[src/rtl/mem_stage.sv]
// MEM pipeline stage: registers the EX->MEM bus, aligns/extends load data, drives WB and forwarding buses.
// Latency: one register stage from EX; outputs are combinational from that register and SRAM read data.
// Backpressure: stall[3] holds the stage (read data is latched on the first held edge); stall[3] without stall[4] bubbles.
module mem_stage #(
  parameter int EX_TO_MEM_WD = 81,
  parameter int MEM_TO_WB_WD = 70,
  parameter int MEM_TO_RF_WD = 38
) (
  input  logic                    clk,
  input  logic                    rst,
  input  logic [5:0]              stall,
  input  logic [EX_TO_MEM_WD-1:0] ex_to_mem_bus,
  input  logic [31:0]             data_sram_rdata,
  output logic [MEM_TO_WB_WD-1:0] mem_to_wb_bus,
  output logic [MEM_TO_RF_WD-1:0] mem_to_rf_bus,
  output logic                    load_addr_err
);

  typedef struct packed {
    logic [4:0]  mem_op;      // one-hot: LB, LBU, LH, LHU, LW
    logic [31:0] ex_pc;
    logic        data_ram_en;
    logic [3:0]  data_ram_wen;
    logic        sel_rf_res;
    logic        rf_we;
    logic [4:0]  rf_waddr;
    logic [31:0] ex_result;
  } ex_mem_t;

  ex_mem_t     bus_r;
  logic        hold_vld;
  logic [31:0] rdata_hold;

  // The stage moves on (new instruction or bubble) unless both MEM and WB are stopped.
  logic advance;
  logic bubble;
  assign bubble  = stall[3] & ~stall[4];
  assign advance = ~stall[3] | bubble;

  // Pipeline register: bubble has priority over load, otherwise hold.
  always_ff @(posedge clk or posedge rst) begin
    if (rst) begin
      bus_r <= '0;
    end else if (bubble) begin
      bus_r <= '0;
    end else if (!stall[3]) begin
      bus_r <= ex_to_mem_bus;
    end
  end

  // Capture SRAM read data on the first held edge so a stalled load keeps its original value.
  always_ff @(posedge clk or posedge rst) begin
    if (rst) begin
      hold_vld   <= 1'b0;
      rdata_hold <= '0;
    end else if (advance) begin
      hold_vld   <= 1'b0;
    end else if (!hold_vld) begin
      rdata_hold <= data_sram_rdata;
      hold_vld   <= 1'b1;
    end
  end

  logic [31:0] rd;
  logic [1:0]  a;
  logic [7:0]  byte_sel;
  logic [15:0] half_sel;
  logic [31:0] load_data;
  logic        rf_we_eff;
  logic [31:0] rf_wdata;

  assign rd = hold_vld ? rdata_hold : data_sram_rdata;
  assign a  = bus_r.ex_result[1:0];

  // Little-endian byte/halfword selection and sign/zero extension.
  always_comb begin
    byte_sel  = rd[7:0];
    half_sel  = a[1] ? rd[31:16] : rd[15:0];
    load_data = '0;
    case (a)
      2'd0: byte_sel = rd[7:0];
      2'd1: byte_sel = rd[15:8];
      2'd2: byte_sel = rd[23:16];
      default: byte_sel = rd[31:24];
    endcase
    if (bus_r.mem_op[4]) begin
      load_data = {{24{byte_sel[7]}}, byte_sel};
    end else if (bus_r.mem_op[3]) begin
      load_data = {24'd0, byte_sel};
    end else if (bus_r.mem_op[2]) begin
      load_data = {{16{half_sel[15]}}, half_sel};
    end else if (bus_r.mem_op[1]) begin
      load_data = {16'd0, half_sel};
    end else if (bus_r.mem_op[0]) begin
      load_data = rd;
    end
  end

  // Misaligned halfword/word loads are flagged and suppress the register write.
  assign load_addr_err = ((bus_r.mem_op[2] | bus_r.mem_op[1]) & a[0]) |
                         (bus_r.mem_op[0] & (|a));
  assign rf_we_eff     = bus_r.rf_we & ~load_addr_err;
  assign rf_wdata      = bus_r.sel_rf_res ? load_data : bus_r.ex_result;

  assign mem_to_rf_bus = {rf_we_eff, bus_r.rf_waddr, rf_wdata};
  assign mem_to_wb_bus = {bus_r.ex_pc, mem_to_rf_bus};

  // Store enables and stall bits owned by other stages are not needed here.
  logic unused_ok;
  assign unused_ok = ^{stall[5], stall[2:0], bus_r.data_ram_en, bus_r.data_ram_wen};

endmodule

[config.mk]
export PLATFORM = sky130hd
export DESIGN_NAME = mem_stage
export DESIGN_NICKNAME = d
export VERILOG_FILES = /design/src/rtl/mem_stage.sv
export SDC_FILE = /design/constraint.sdc
export NUM_CORES = 1
export LEC_CHECK = 0
export CORE_ASPECT_RATIO = 1.2
export CORE_MARGIN = 2
export CORE_UTILIZATION = 45
export CTS_BUF_LIST = sky130_fd_sc_hd__clkbuf_16
export CTS_CLUSTER_DIAMETER = 50
export DETAILED_ROUTE_END_ITERATION = 8
export PLACE_DENSITY = 0.8
export RECOVER_POWER = 50
export SYNTH_ARGS = -nofsm -noshare
export SYNTH_HDL_FRONTEND = slang
export SYNTH_SLANG_ARGS = --single-unit
[constraint.sdc]
create_clock -name clk -period 4.4 [get_ports clk]
set_clock_uncertainty 0.15 [all_clocks]
set_input_delay 1.1 -clock clk [delete_from_list [all_inputs] [get_ports clk]]
set_output_delay 1.1 -clock clk [all_outputs]
set_load 0.01 [all_outputs]
==> flow_summary.ini <==
[logic_synthesis]
yosysMostFrequentCell = dfrtp_1
ys_top_cells_by_count = dfrtp_1, o21ai_0, inv_1, buf_4, nand2_1
ys_warn_count = 0
synth_top_family_by_area = buffers and inverters
synth_area_um2 = 6070
yosysTopAreaCell = dfrtp_1
async_flop_share_pct = 100.0
yosys.area_share.simple_pct = 11.50
synth_seq_cells = 109
synth_enable_flop_cells = 0
synthXorXnorAreaFrac_pct = 0
yosys.area.top_type_share_pct = 44.94
synthesis.nets = 799
yosysUniqueCellTypes = 39
synth.mux.area_fraction_pct = 12.27
syn-instance-count = 678
synth_seq_area_share_pct = 44.94
synth_area_leaders = dfrtp_1, buf_4, mux2_2
avgSynthCellArea_um2 = 8.952
yosys.area_share.adder_pct = 0
synth_compound_area_share_pct = 14.08
synth-main-ff-cell = dfrtp_1

[floorplan]
rows = 46
die_width_um = 110.0
ios = 230
dieArea_um2 = 14440
start_util_pct = 46.05
fp.dieH_um = 131.2
core_um2 = 13180

[detailed_routing]
routed_wl_um = 16880
drt_iter0_markers = 353
num_vias = 5071
drt_first_pass_iters = 5
route.detailed.wl_per_inst_um = 17.07
final_antenna_net_count = 0
drc = 0
vias_per_cell = 5.127

[critical_path]
r2r_end = rdata_hold[1]
end_kind = output port
worst_path_max_delay_cell = mux4_2
required_ns = 3.15
r2r_slack_ns = 2.18
critical_path.max_stage_delay_ns = 0.55
cp.arrival_ns = 3.06
crit_type = in2out
start_kind = input port
crit_path_max_fanout = 6
worstPathCellList = dlygate4sd2_1, mux2_4, mux4_2, a21oi_2, buf_4, buf_4, a21oi_1, dlygate4sd2_1
r2r-start = hold_vld
reg2regPathDepth = 3

[power]
peakVddDrop_v = 0.0002477
power_frac_seq_pct = 44.2
swShare_pct = 29.99
p_clk_share_pct = 28.9
p_comb_share_pct = 26.9
p_leak_uw = 0.003639
p_switching_uw = 799.2
power.internal_uw = 1866
finalPower_uw = 2665
power_density_nw_per_um2 = 329.8

[timing]
rsz0062_at_grt = no
drv_slew = 217
fin_crit_sh_pct = 98.06
holdWs_ns = 0.3294
tns_ns = 0
tightest_slew_ns = 2.616
max_slew_margin_pct = -74.37
finalHoldViolations = 0
setup_viol = 0
period_needed_ns = 4.314
fmax_ghz = 0.2318

[cells_and_area]
final_cells = 989
layout-drive-gt1-share_pct = 16.20
antenna_cells = 0
fin_area_um2 = 8082
final_nets = 937
area_growth_syn_to_layout_pct = 33.15

[clock_network]
path_clk_slew_ns = 0.07
holdBufCountCts = 0
cts.path.max_buffers = 2
htreeDepth = 3
cts_num_sinks = 109
cts_tree = built
clock_latency_ns = 0.35
cts_inserted_buffers = 9
cts_root_buf = clkbuf_16

[global_routing]
grt_pass1_vias = 5090
grt_pass1_wl_um = 26980
overflow = 0
grt_max_degree = 125
antenna_found_initial = 0
grtUsageTotal_pct = 24.01

[placed_design]
portBuffers = 220
place_area_um2 = 7884
dp_hpwl_um = 12290
gp_congestion = 0.8415
dp_cells = 965

[worst_hold_path]
holdPathEnd = mem_to_wb_bus[67]
min_delay_path_depth = 2
hp-class = reg2reg
min_from = mem_to_wb_bus[67]

[run_status]
violations = capacitance limit, slew limit
outcome = finished with violations

[flow_run]
cap_violations = 3
==> critical path, delay by kind of cell <==
kind / cells / cell delay, ns
AO/OA/AOI/OAI: 2 / 0.29
buffers and inverters: 4 / 0.85
multiplexers: 2 / 0.83
==> placed cells by master (no fill, tap or decap), types with 2 or more instances in the layout <==
master           instances
dfrtp_1                108
a21oi_1                 28
clkbuf_16                9
a21oi_2                  8
dlygate4sd2_1           13
clkdlybuf4s50_1        161
mux2_4                   3
a32oi_1                  6
o211ai_1                 8
clkinvlp_4               2
inv_1                   79
nor2_1                  40
mux4_2                   4
nand2_1                 50
o21ai_0                 83
clkinv_2                 2
a22oi_1                  2
o21a_1                   2
o21ai_1                  2
nand3_1                 49
clkinv_4                 2
buf_2                   29
buf_4                   19
o221ai_1                 4
nor2b_1                  2
nand2b_1                 4
clkbuf_2                 3
clkdlybuf4s15_1          2
clkdlybuf4s15_2          7
clkbuf_1                 3
dlymetal6s2s_1           4
nor3_1                   5
mux2_2                  37
mux2i_1                 20
==> worst max path at each step <==
stage,startpoint,endpoint,slack [ns],cells past startpoint
2_1_floorplan,rst,a[0],0.28,1
3_3_place_gp,data_sram_rdata[23],mem_to_rf_bus[23],-0.32,7
3_5_place_dp,data_sram_rdata[15],mem_to_rf_bus[23],-0.32,7
4_1_cts,data_sram_rdata[7],mem_to_wb_bus[27],-0.08,9
5_1_grt,data_sram_rdata[15],mem_to_wb_bus[15],0.009,8
6_report,data_sram_rdata[15],mem_to_rf_bus[15],0.09,8
==> final cells by class <==
type                            count  area [um^2]
Multi-Input combinational cell    371         2335
Clock inverter                      7        51.30
Sequential cell                   109         2729
Clock buffer                        9        225.2
Tap cell                          168        210.2
Fill cell                        1127         5099
Inverter                           81        305.3
Timing Repair Buffer              244         2226
==> registers in the layout, indices dropped and copies added, names as in the netlist <==
register       count
bus_r             37
mem_to_rf_bus      5
mem_to_wb_bus     32
a                  2
hold_vld           1
rdata_hold        32
==> timing repair <==
item / in CTS / in global routing
gates resized for setup: 161 / 12
pin swaps: 1 / 1
endpoints found under the setup margin: 50 / 50
hold endpoints to repair: 0 / 0
setup buffers: 9 / 1
==> layer usage <==
metal | wire length (um) | global-route usage, % | vias up
li1 | - | - | 2460
met1 | 6969 | 31.38 | 2400
met2 | 8427 | 39.33 | 183
met3 | 1077 | 4.514 | 28
met4 | 405 | 8.439 | 0
met5 | 0 | 0 | -
==> power groups by stage <==
stage	clock network [uW]	registers, uW	logic (uW)
2_1_floorplan	0	1170	445
3_3_place_gp	0	1190	741
3_5_place_dp	0	1190	753
4_1_cts	788	1180	722
5_1_grt	830	1190	777
6_report	770	1180	718
==> kinds of logic (layout without fill, tap and decap cells) <==
logic type	after synthesis	count (layout)
flops	109	109
mux	64	64
compound gates	150	150
buf+inv	198	341
simple gates	157	157
==> metrics by stage <==
stage / worst slack [ns] / utilization (%)
2_1_floorplan: 0.2761 / -
3_3_place_gp: -0.3242 / 59.82
3_5_place_dp: -0.3187 / 59.82
4_1_cts: -0.07868 / 61.38
5_1_grt: 0.009099 / 61.32
6_report: 0.08553 / 61.32
No activity file was read; power rests on OpenSTA's default activity.
